<file path="src/rtl/tone_gen.sv">
// Square-wave note player timed by rising edges of the sampled /2 divider output.
// Define TONE_GAP_EN to insert GAP_TICKS silent ticks after every note.
`timescale 1ns/1ps
module tone_gen #(
  parameter int unsigned HALF_W    = 16,
  parameter int unsigned DUR_W     = 16,
  parameter int unsigned GAP_TICKS = 4
) (
  input  logic              clk,
  input  logic              rst_n,
  input  logic              div_clk,
  input  logic              note_valid,
  output logic              note_ready,
  input  logic [HALF_W-1:0] note_period,
  input  logic [DUR_W-1:0]  note_dur,
  output logic              audio_out,
  output logic              busy,
  output logic              note_done
);

`ifdef TONE_GAP_EN
  typedef enum logic [1:0] {StIdle, StPlay, StGap} state_e;
  localparam int unsigned GapW = (GAP_TICKS > 1) ? $clog2(GAP_TICKS) : 1;
  logic [GapW-1:0] gap_cnt_q, gap_cnt_d;
`else
  typedef enum logic [1:0] {StIdle, StPlay} state_e;
`endif

  state_e state_q, state_d;
  logic              div_q;
  logic              tick;
  logic              accept;
  logic [HALF_W-1:0] period_q, period_d;
  logic [DUR_W-1:0]  dur_q, dur_d;
  logic [DUR_W-1:0]  dur_cnt_q, dur_cnt_d;
  logic [HALF_W-1:0] half_cnt_q, half_cnt_d;
  logic              audio_q, audio_d;
  logic              done_q, done_d;
  logic              ready_q, ready_d;
  logic              busy_q, busy_d;

  assign tick   = div_clk & ~div_q;
  assign accept = note_valid & ready_q;

  always_comb begin
    state_d    = state_q;
    period_d   = period_q;
    dur_d      = dur_q;
    dur_cnt_d  = dur_cnt_q;
    half_cnt_d = half_cnt_q;
    audio_d    = audio_q;
    done_d     = 1'b0;
`ifdef TONE_GAP_EN
    gap_cnt_d  = gap_cnt_q;
`endif
    unique case (state_q)
      StIdle: begin
        if (accept) begin
          period_d   = note_period;
          dur_d      = note_dur;
          dur_cnt_d  = '0;
          half_cnt_d = '0;
          audio_d    = 1'b0;
          // An empty note completes immediately without leaving idle.
          if (note_dur == '0) begin
            done_d = 1'b1;
          end else begin
            state_d = StPlay;
          end
        end
      end
      StPlay: begin
        if (tick) begin
          if (dur_cnt_q == dur_q - DUR_W'(1)) begin
            // End of note overrides any toggle due on the same tick.
            audio_d    = 1'b0;
            done_d     = 1'b1;
            dur_cnt_d  = '0;
            half_cnt_d = '0;
`ifdef TONE_GAP_EN
            gap_cnt_d  = '0;
            state_d    = StGap;
`else
            state_d    = StIdle;
`endif
          end else begin
            dur_cnt_d = dur_cnt_q + DUR_W'(1);
            if (period_q == '0) begin
              half_cnt_d = '0;
            end else if (half_cnt_q == period_q - HALF_W'(1)) begin
              half_cnt_d = '0;
              audio_d    = ~audio_q;
            end else begin
              half_cnt_d = half_cnt_q + HALF_W'(1);
            end
          end
        end
      end
`ifdef TONE_GAP_EN
      StGap: begin
        if (tick) begin
          if (gap_cnt_q == GapW'(GAP_TICKS - 1)) begin
            gap_cnt_d = '0;
            state_d   = StIdle;
          end else begin
            gap_cnt_d = gap_cnt_q + GapW'(1);
          end
        end
      end
`endif
      default: state_d = StIdle;
    endcase
    ready_d = (state_d == StIdle) & ~accept;
    busy_d  = (state_d != StIdle);
  end

  always_ff @(posedge clk or negedge rst_n) begin
    if (!rst_n) begin
      state_q    <= StIdle;
      div_q      <= 1'b0;
      period_q   <= '0;
      dur_q      <= '0;
      dur_cnt_q  <= '0;
      half_cnt_q <= '0;
      audio_q    <= 1'b0;
      done_q     <= 1'b0;
      ready_q    <= 1'b0;
      busy_q     <= 1'b0;
`ifdef TONE_GAP_EN
      gap_cnt_q  <= '0;
`endif
    end else begin
      state_q    <= state_d;
      div_q      <= div_clk;
      period_q   <= period_d;
      dur_q      <= dur_d;
      dur_cnt_q  <= dur_cnt_d;
      half_cnt_q <= half_cnt_d;
      audio_q    <= audio_d;
      done_q     <= done_d;
      ready_q    <= ready_d;
      busy_q     <= busy_d;
`ifdef TONE_GAP_EN
      gap_cnt_q  <= gap_cnt_d;
`endif
    end
  end

  assign note_ready = ready_q;
  assign audio_out  = audio_q;
  assign busy       = busy_q;
  assign note_done  = done_q;

endmodule

</file>
<file path="config.mk">
export PLATFORM = sky130hd
export DESIGN_NAME = tone_gen
export DESIGN_NICKNAME = d
export VERILOG_FILES = /design/src/rtl/tone_gen.sv
export SDC_FILE = /design/constraint.sdc
export NUM_CORES = 1
export LEC_CHECK = 0
export CAP_MARGIN = 10
export CORE_ASPECT_RATIO = 1.5
export CORE_MARGIN = 1.5
export CORE_UTILIZATION = 51
export DETAILED_ROUTE_END_ITERATION = 10
export PLACE_DENSITY_LB_ADDON = 0.05
export SETUP_SLACK_MARGIN = 0.2
export SLEW_MARGIN = 30
export SYNTH_ARGS = -nofsm -noshare
export SYNTH_HDL_FRONTEND = slang
export SYNTH_SLANG_ARGS = --single-unit
</file>
<file path="constraint.sdc">
create_clock -name clk -period 3.6 [get_ports clk]
set_input_delay 0.72 -clock clk [delete_from_list [all_inputs] [get_ports clk]]
set_output_delay 0.72 -clock clk [all_outputs]
set_load 0.03 [all_outputs]
</file>
## Word level (Yosys, flattened, before mapping)

Index checks and enable logic that the tools add are counted.

| cells by class | value |
|---|---|
| bitwise operators | 6 |
| muxes and demuxes | 25 |
| eq/ne operators | 7 |
| $add $sub $neg | 4 |
| reductions and logical operators | 9 |

Operators with widths:

| operator | count |
|---|---|
| 16-bit 2-to-1 mux | 7 |
| 16-bit case mux with 2 select lines | 2 |
| 16-bit by 1-bit adder with 16-bit output (second input constant) | 2 |
| 16-bit equality test | 2 |
| 16-bit zero test | 2 |
| 16-bit by 1-bit subtractor with 16-bit output (second input constant) | 2 |
| 1-bit 2-to-1 mux | 9 |
| 2-bit 2-to-1 mux | 4 |
| 3-bit inequality test (second input constant) | 2 |
| 5-bit AND reduction | 1 |
| 2-bit zero test | 2 |
| 2-bit inequality test (second input constant) | 2 |
| 1-bit case mux with 2 select lines | 2 |
| 2-bit case mux with 2 select lines | 1 |
| 2-bit nonzero test | 2 |
| 1-bit AND | 3 |
| 1-bit inverter | 3 |
| 3-bit AND reduction | 1 |
| 2-bit by 1-bit equality test with 1-bit output (second input constant) | 1 |
| 2-bit AND reduction | 1 |

| storage, ports and cells | value |
|---|---|
| register bits | 71 |
| output and inout port bits | 4 |
| input port bits | 36 |

## Logic depth before layout (Yosys ltp)

| logic depth | value |
|---|---|
| depth after elaboration | 7 |
| mapped depth | 13 |
| mapped depth without buffers | 10 |

## Worst setup path before layout

Ideal clock, no wire load.

| timing | value |
|---|---|
| kind | flip-flop to flip-flop |
| start | register dur_q[0] |
| end | register dur_cnt_q[12] |
| clock period less this slack | 3.113 ns |
| library setup time | 0.118 ns |
| slack | 0.487 ns |
| arrival time | 2.995 ns |
| path buffers | 3 |
| cell stages (with the launch flop) | 14 |
| cell sequence | dfrtp_1 > inv_1 > ha_1 > buf_2 > nor3b_1 > nand4_1 > xnor2_1 > or4_1 > nor4b_2 > a21o_1 > buf_6 > buf_6 > o21ai_1 > a21o_1 |

| between the ends | value |
|---|---|
| longest elaborated chain between the ends | 5 |

RTL lines:

| item | RTL line | text |
|---|---|---|
| from (decl) | 34 | `logic [DUR_W-1:0] dur_q, dur_d;` |
| from (signal assigned) | 136 | `dur_q <= dur_d;` |
| 16-bit by 1-bit subtractor with 16-bit output | 74 | `if (dur_cnt_q == dur_q - DUR_W'(1)) begin` |
| 16-bit equality test | 74 |  |
| 16-bit 2-to-1 mux | 74 |  |
| 16-bit 2-to-1 mux | 73 | `if (tick) begin` |
| 16-bit case mux with 2 select lines | 56 | `unique case (state_q)` |
| to (signal assigned) | 137 | `dur_cnt_q <= dur_cnt_d;` |
| to (decl) | 35 | `logic [DUR_W-1:0] dur_cnt_q, dur_cnt_d;` |

Every way passes these cells. The select of a mux whose other input is x is not followed.
A chain may end at the register's enable or synchronous reset.

## Final worst setup path

| timing | value |
|---|---|
| start | register period_q[0] |
| end | register half_cnt_q[7] |

| between the ends | value |
|---|---|
| longest elaborated chain between the ends | 7 |
| elaborated cells on any way between the ends | 8 |
| those cells by class | add/sub (1); eq/ne (1); mux (5); reduce/logical (1) |

RTL lines:

| item | RTL line | text |
|---|---|---|
| from (decl) | 33 | `logic [HALF_W-1:0] period_q, period_d;` |
| from (signal assigned) | 135 | `period_q <= period_d;` |
| 16-bit by 1-bit subtractor with 16-bit output | 90 | `end else if (half_cnt_q == period_q - HALF_W'(1)) begin` |
| 16-bit equality test | 90 |  |
| 16-bit 2-to-1 mux | 90 |  |
| 16-bit 2-to-1 mux * | 88 | `if (period_q == '0) begin` |
| 16-bit 2-to-1 mux * | 74 |  |
| 16-bit 2-to-1 mux * | 73 |  |
| 16-bit case mux with 2 select lines * | 56 |  |
| to (signal assigned) | 138 | `half_cnt_q <= half_cnt_d;` |
| to (decl) | 36 | `logic [HALF_W-1:0] half_cnt_q, half_cnt_d;` |

Mark *: on every way between the ends. The rest lies on a longest branch, timed or not. The select of a mux whose other input is x is not followed.

==> summary.md <==
| Metric | Value |
|---|---|
| Outcome | finished clean |
| Initial cell density of the core | between 50% and 60% |
| CTS Buf Count | 9 |
| GRT met2 Usage | ~52% |
| CP delay by family, top | simple AND/OR/NAND/NOR gates |
| Slew @ Worst Pin | 0.688 ns |
| Worst Skew | 0.00633 ns |
| ANT cells | 0 |
| Max VDD drop | ~0.37 mV |
| Finished Layout Cells | about 660 |
| Avg Inst Size Synth | 8.76 um2 |
| Worst path arrival time | between 3 and 4 ns |
| Internal power component | 1.97 mW |
| Placer Congestion | ~0.89 |
| Syn nets | 552 |
| Req. time, crit path | 3.82 ns |
| Synth area leaders | dfrtp_1 (40%), nand2_1 (9.2%), xnor2_1 (4.9%) |
| Synth area leader | dfrtp_1 |
| Hold_buf cts | 0 |
| Async SR Flop Fraction | 100% |
| Critical Path Start Type | flop |
| Layout area overhead | 19.1% |
| GRT overflow | 0 |
| Crit Path Max Fanout | 14 |
| Maximum clock rate | 311 MHz |
| Final wirelength | about 11 mm |
| Leak Pwr | roughly 2.3 nW |
| Post-synth top flop | dfrtp_1 |
| CTS tree | built |
| Chip width | 79.6 um |
| Core area | 8460 um2 |
| Unrepaired setup endpoints after global routing | true |
| Worst r2r path cells | 10 |
| Die area | 9370 um2 |
| R2R Setup Slk | approximately 0.38 ns |
| Antenna Nets Post-Route | 0 |
| Worst r2r src | period_q[0]$_DFFE_PN0P_ |
| Hold Path Class | input pin to asynchronous set/reset pin |
| Number of synthesized flops with an enable pin | 0 |
| DP Cell Count | around 650 |
| Busiest layer in global routing | met2 |
| Htree depth | 3 |
| Count of state elements after synthesis | just over 70 |
| Via count | 3,884 |
| Setup Fix Bufs, Post-CTS | 0 |
| Met3 GRT Util | 5.27% |
| Clk_lat worst skew | 0.34 ns |
| Initial DRC count | 231 |
| Mapped cell area | 4480 um2 |
| Logic pwr share | 27.0% |
| Commonest non-fill, non-tap cells in the layout | nand2_1 (110), dfrtp_1 (71), clkdlybuf4s50_1 (38), xnor2_1 (25), nand3_1 (22) |
| Buffers & Inverters on Critical Path | 1 |
| Distinct cell type count after synthesis | 72 |
| Yosys top cell area share | 39.6% |
| Period minus WS final | 3.22 ns |
| Slew Viols, Final | 0 |
| Residual DRC | 0 |
| Clock-pin slew on the worst setup and hold paths | 0.06 ns |
| Post-Synthesis Cells | roughly 500 |
| Final Cycle Share | 89.4% |
| Clk buf depth | 2 |
| Port-buffer cells | 39 |
| Global Route Usage Sum | 26.7% |
| Final hold violation count | 0 |
| Critical Path Start | period_q[0]$_DFFE_PN0P_ |
| Initial antenna violation count | 0 |
| Die Height | 118 um |
| Clock Sinks | 71 |
| Slowest CP cell | or4_4 |
| Nets@finish | 590 |
| Layout cell share with drive strength beyond 1 | approximately 9% |
| Sequential-to-total area share from yosys stat | approximately two fifths |
| Commonest non-fill, non-tap cell in the layout | nand2_1 |
| Switching share of power | 33.1% |
| M1 GR Usage | 25.4% |
| Capturing element type of the critical path | flop |
| FP Rows | between 40 and 50 |
| DPL Wire Length | between 8 and 9 mm |
| Largest net degree at the start of global routing | 29 |
| Vias per cell | 5.87 |
| Drt pass-1 iters | 4 |
| Clock Tree Root | clkbuf_16 |
| Fillers | between 700 and 800 |
| TNS Setup | 0 ns |
| Slew headroom | 53.7% |
| WL per Instance | 17.0 um |
| I/O Pins | 40 |
| Switching power total | 975 uW |
| Ys Warns | 0 |
| Max cap viols | 0 |
| Vias in the first global route | 4,132 |
| FF-to-FF End | half_cnt_q[7]$_DFFE_PN0P_ |
| Sequential share of power | 37.8% |
| Crit path cell chain | inv_1, ha_1, nor3b_1, xnor2_1, nor4b_2, nand4_1, or4_4, o21ba_1, and4_1, a221o_1 |
| P per Cell Area | 552 nW/um2 |
| First-pass GRT wire length | 19.2 mm |
| Final setup viols | 0 |
| Clk network pwr share | 35.2% |
| Slowest cell delay on critical path | between 0.5 and 0.6 ns |
| WS Path Type | flop to flop |
-- stage by stage --
step / utilization (%) / instance area, um2 / hold slack (ns) / setup slack [ns] / total power [mW]
after floorplan: - / 4480 / 0.424 / 0.487 / 1.66
after global placement: 58.8 / 4980 / 0.503 / 0.223 / 1.88
after detailed placement: 58.8 / 4980 / 0.500 / 0.0939 / 1.91
after CTS: 63.0 / 5340 / 0.376 / 0.305 / 2.97
after global routing: 63.1 / 5340 / 0.408 / 0.187 / 3.12
final: 63.1 / 5340 / 0.372 / 0.380 / 2.95
-- repair_timing --
item,4_1_cts,5_1_grt
gates resized for setup,2,1
setup endpoints to repair,4,13
pin swaps,0,0
-- cells in the mapped netlist (2+ instances only) --
| library cell | number |
|---|---|
| a2111oi_0 | 2 |
| a211oi_1 | 2 |
| a21boi_0 | 2 |
| a21o_1 | 7 |
| a21oi_1 | 7 |
| a221o_1 | 2 |
| a22o_1 | 4 |
| a31oi_1 | 8 |
| and2_1 | 3 |
| and3_1 | 19 |
| and4_1 | 4 |
| buf_2 | 4 |
| buf_4 | 2 |
| buf_6 | 2 |
| clkbuf_1 | 15 |
| dfrtp_1 | 71 |
| ha_1 | 4 |
| inv_1 | 11 |
| mux2_2 | 3 |
| mux2i_1 | 7 |
| nand2_1 | 110 |
| nand2b_1 | 5 |
| nand3_1 | 22 |
| nand3b_1 | 3 |
| nand4_1 | 7 |
| nor2_1 | 16 |
| nor2b_1 | 10 |
| nor3_1 | 14 |
| nor3b_1 | 7 |
| nor4_1 | 12 |
| nor4b_2 | 2 |
| o2111ai_1 | 2 |
| o211ai_1 | 10 |
| o21a_1 | 8 |
| o21ai_0 | 17 |
| o21ai_1 | 5 |
| o41ai_1 | 2 |
| or2_2 | 3 |
| or3_1 | 4 |
| or4_1 | 2 |
| xnor2_1 | 25 |
| xor2_1 | 17 |
-- power by group through the flow --
stage                     registers (mW)  logic [mW]  clock network [mW]
final                               1.11       0.795                1.04
after detailed placement            1.13       0.782                   0
after floorplan                     1.06       0.599                   0
after global routing                1.13       0.895                1.09
after global placement              1.12       0.762                   0
after CTS                           1.11       0.797                1.06
-- routing by layer --
metal  up-vias  routed length, um
met5         -                  0
met4         0                321
met3        26                244
met2        56               6700
met1      1903               3970
li1       1899                  -
-- area by class of cell --
class | count | area (um2) | share of cell area, %
Timing Repair Buffer | 50 | 468 | 8.76
Clock buffer | 11 | 243 | 4.55
Inverter | 11 | 41.3 | 0.773
Tap cell | 107 | 134 | 2.51
Sequential cell | 71 | 1780 | 33.3
Clock inverter | 5 | 105 | 1.97
Multi-Input combinational cell | 407 | 2570 | 48.2
-- registers in the layout, summed over array words and instances (netlist names) --
name,cells
audio_out,1
busy,1
div_q,1
dur_cnt_q,16
dur_q,16
half_cnt_q,16
note_done,1
note_ready,1
period_q,16
state_q,2
-- kinds of logic (layout without fill, tap and decap cells) --
group | after synthesis | count (layout) | share of synthesized area (%)
flops | 71 | 71 | 39.6
fa+ha+maj | 4 | 4 | 1.12
buf+inv | 34 | 77 | 3.46
compound gates | 94 | 94 | 15.0
other cells | 1 | 1 | 0.0836
simple gates | 255 | 255 | 29.9
mux | 11 | 11 | 2.65
xor+xnor | 42 | 42 | 8.21
-- worst register-to-register path, cell delays in order, from the launching register on --
cell and delay, ns:
dfrtp_1 0.41, inv_1 0.08, ha_1 0.34, nor3b_1 0.27, xnor2_1 0.13, nor4b_2 0.29
nand4_1 0.14, or4_4 0.54, o21ba_1 0.36, and4_1 0.28, a221o_1 0.26
-- worst max-delay path by stage --
stage / cells past startpoint / slack (ns) / endpoint
floorplan: 13 / 0.49 / dur_cnt_q[12]$_DFFE_PN0P_
global placement: 10 / 0.22 / half_cnt_q[8]$_DFFE_PN0P_
detailed placement: 10 / 0.09 / half_cnt_q[7]$_DFFE_PN0P_
CTS: 10 / 0.30 / half_cnt_q[8]$_DFFE_PN0P_
global route: 10 / 0.19 / half_cnt_q[8]$_DFFE_PN0P_
finish: 10 / 0.38 / half_cnt_q[7]$_DFFE_PN0P_
No activity file was read; power rests on OpenSTA's default activity.
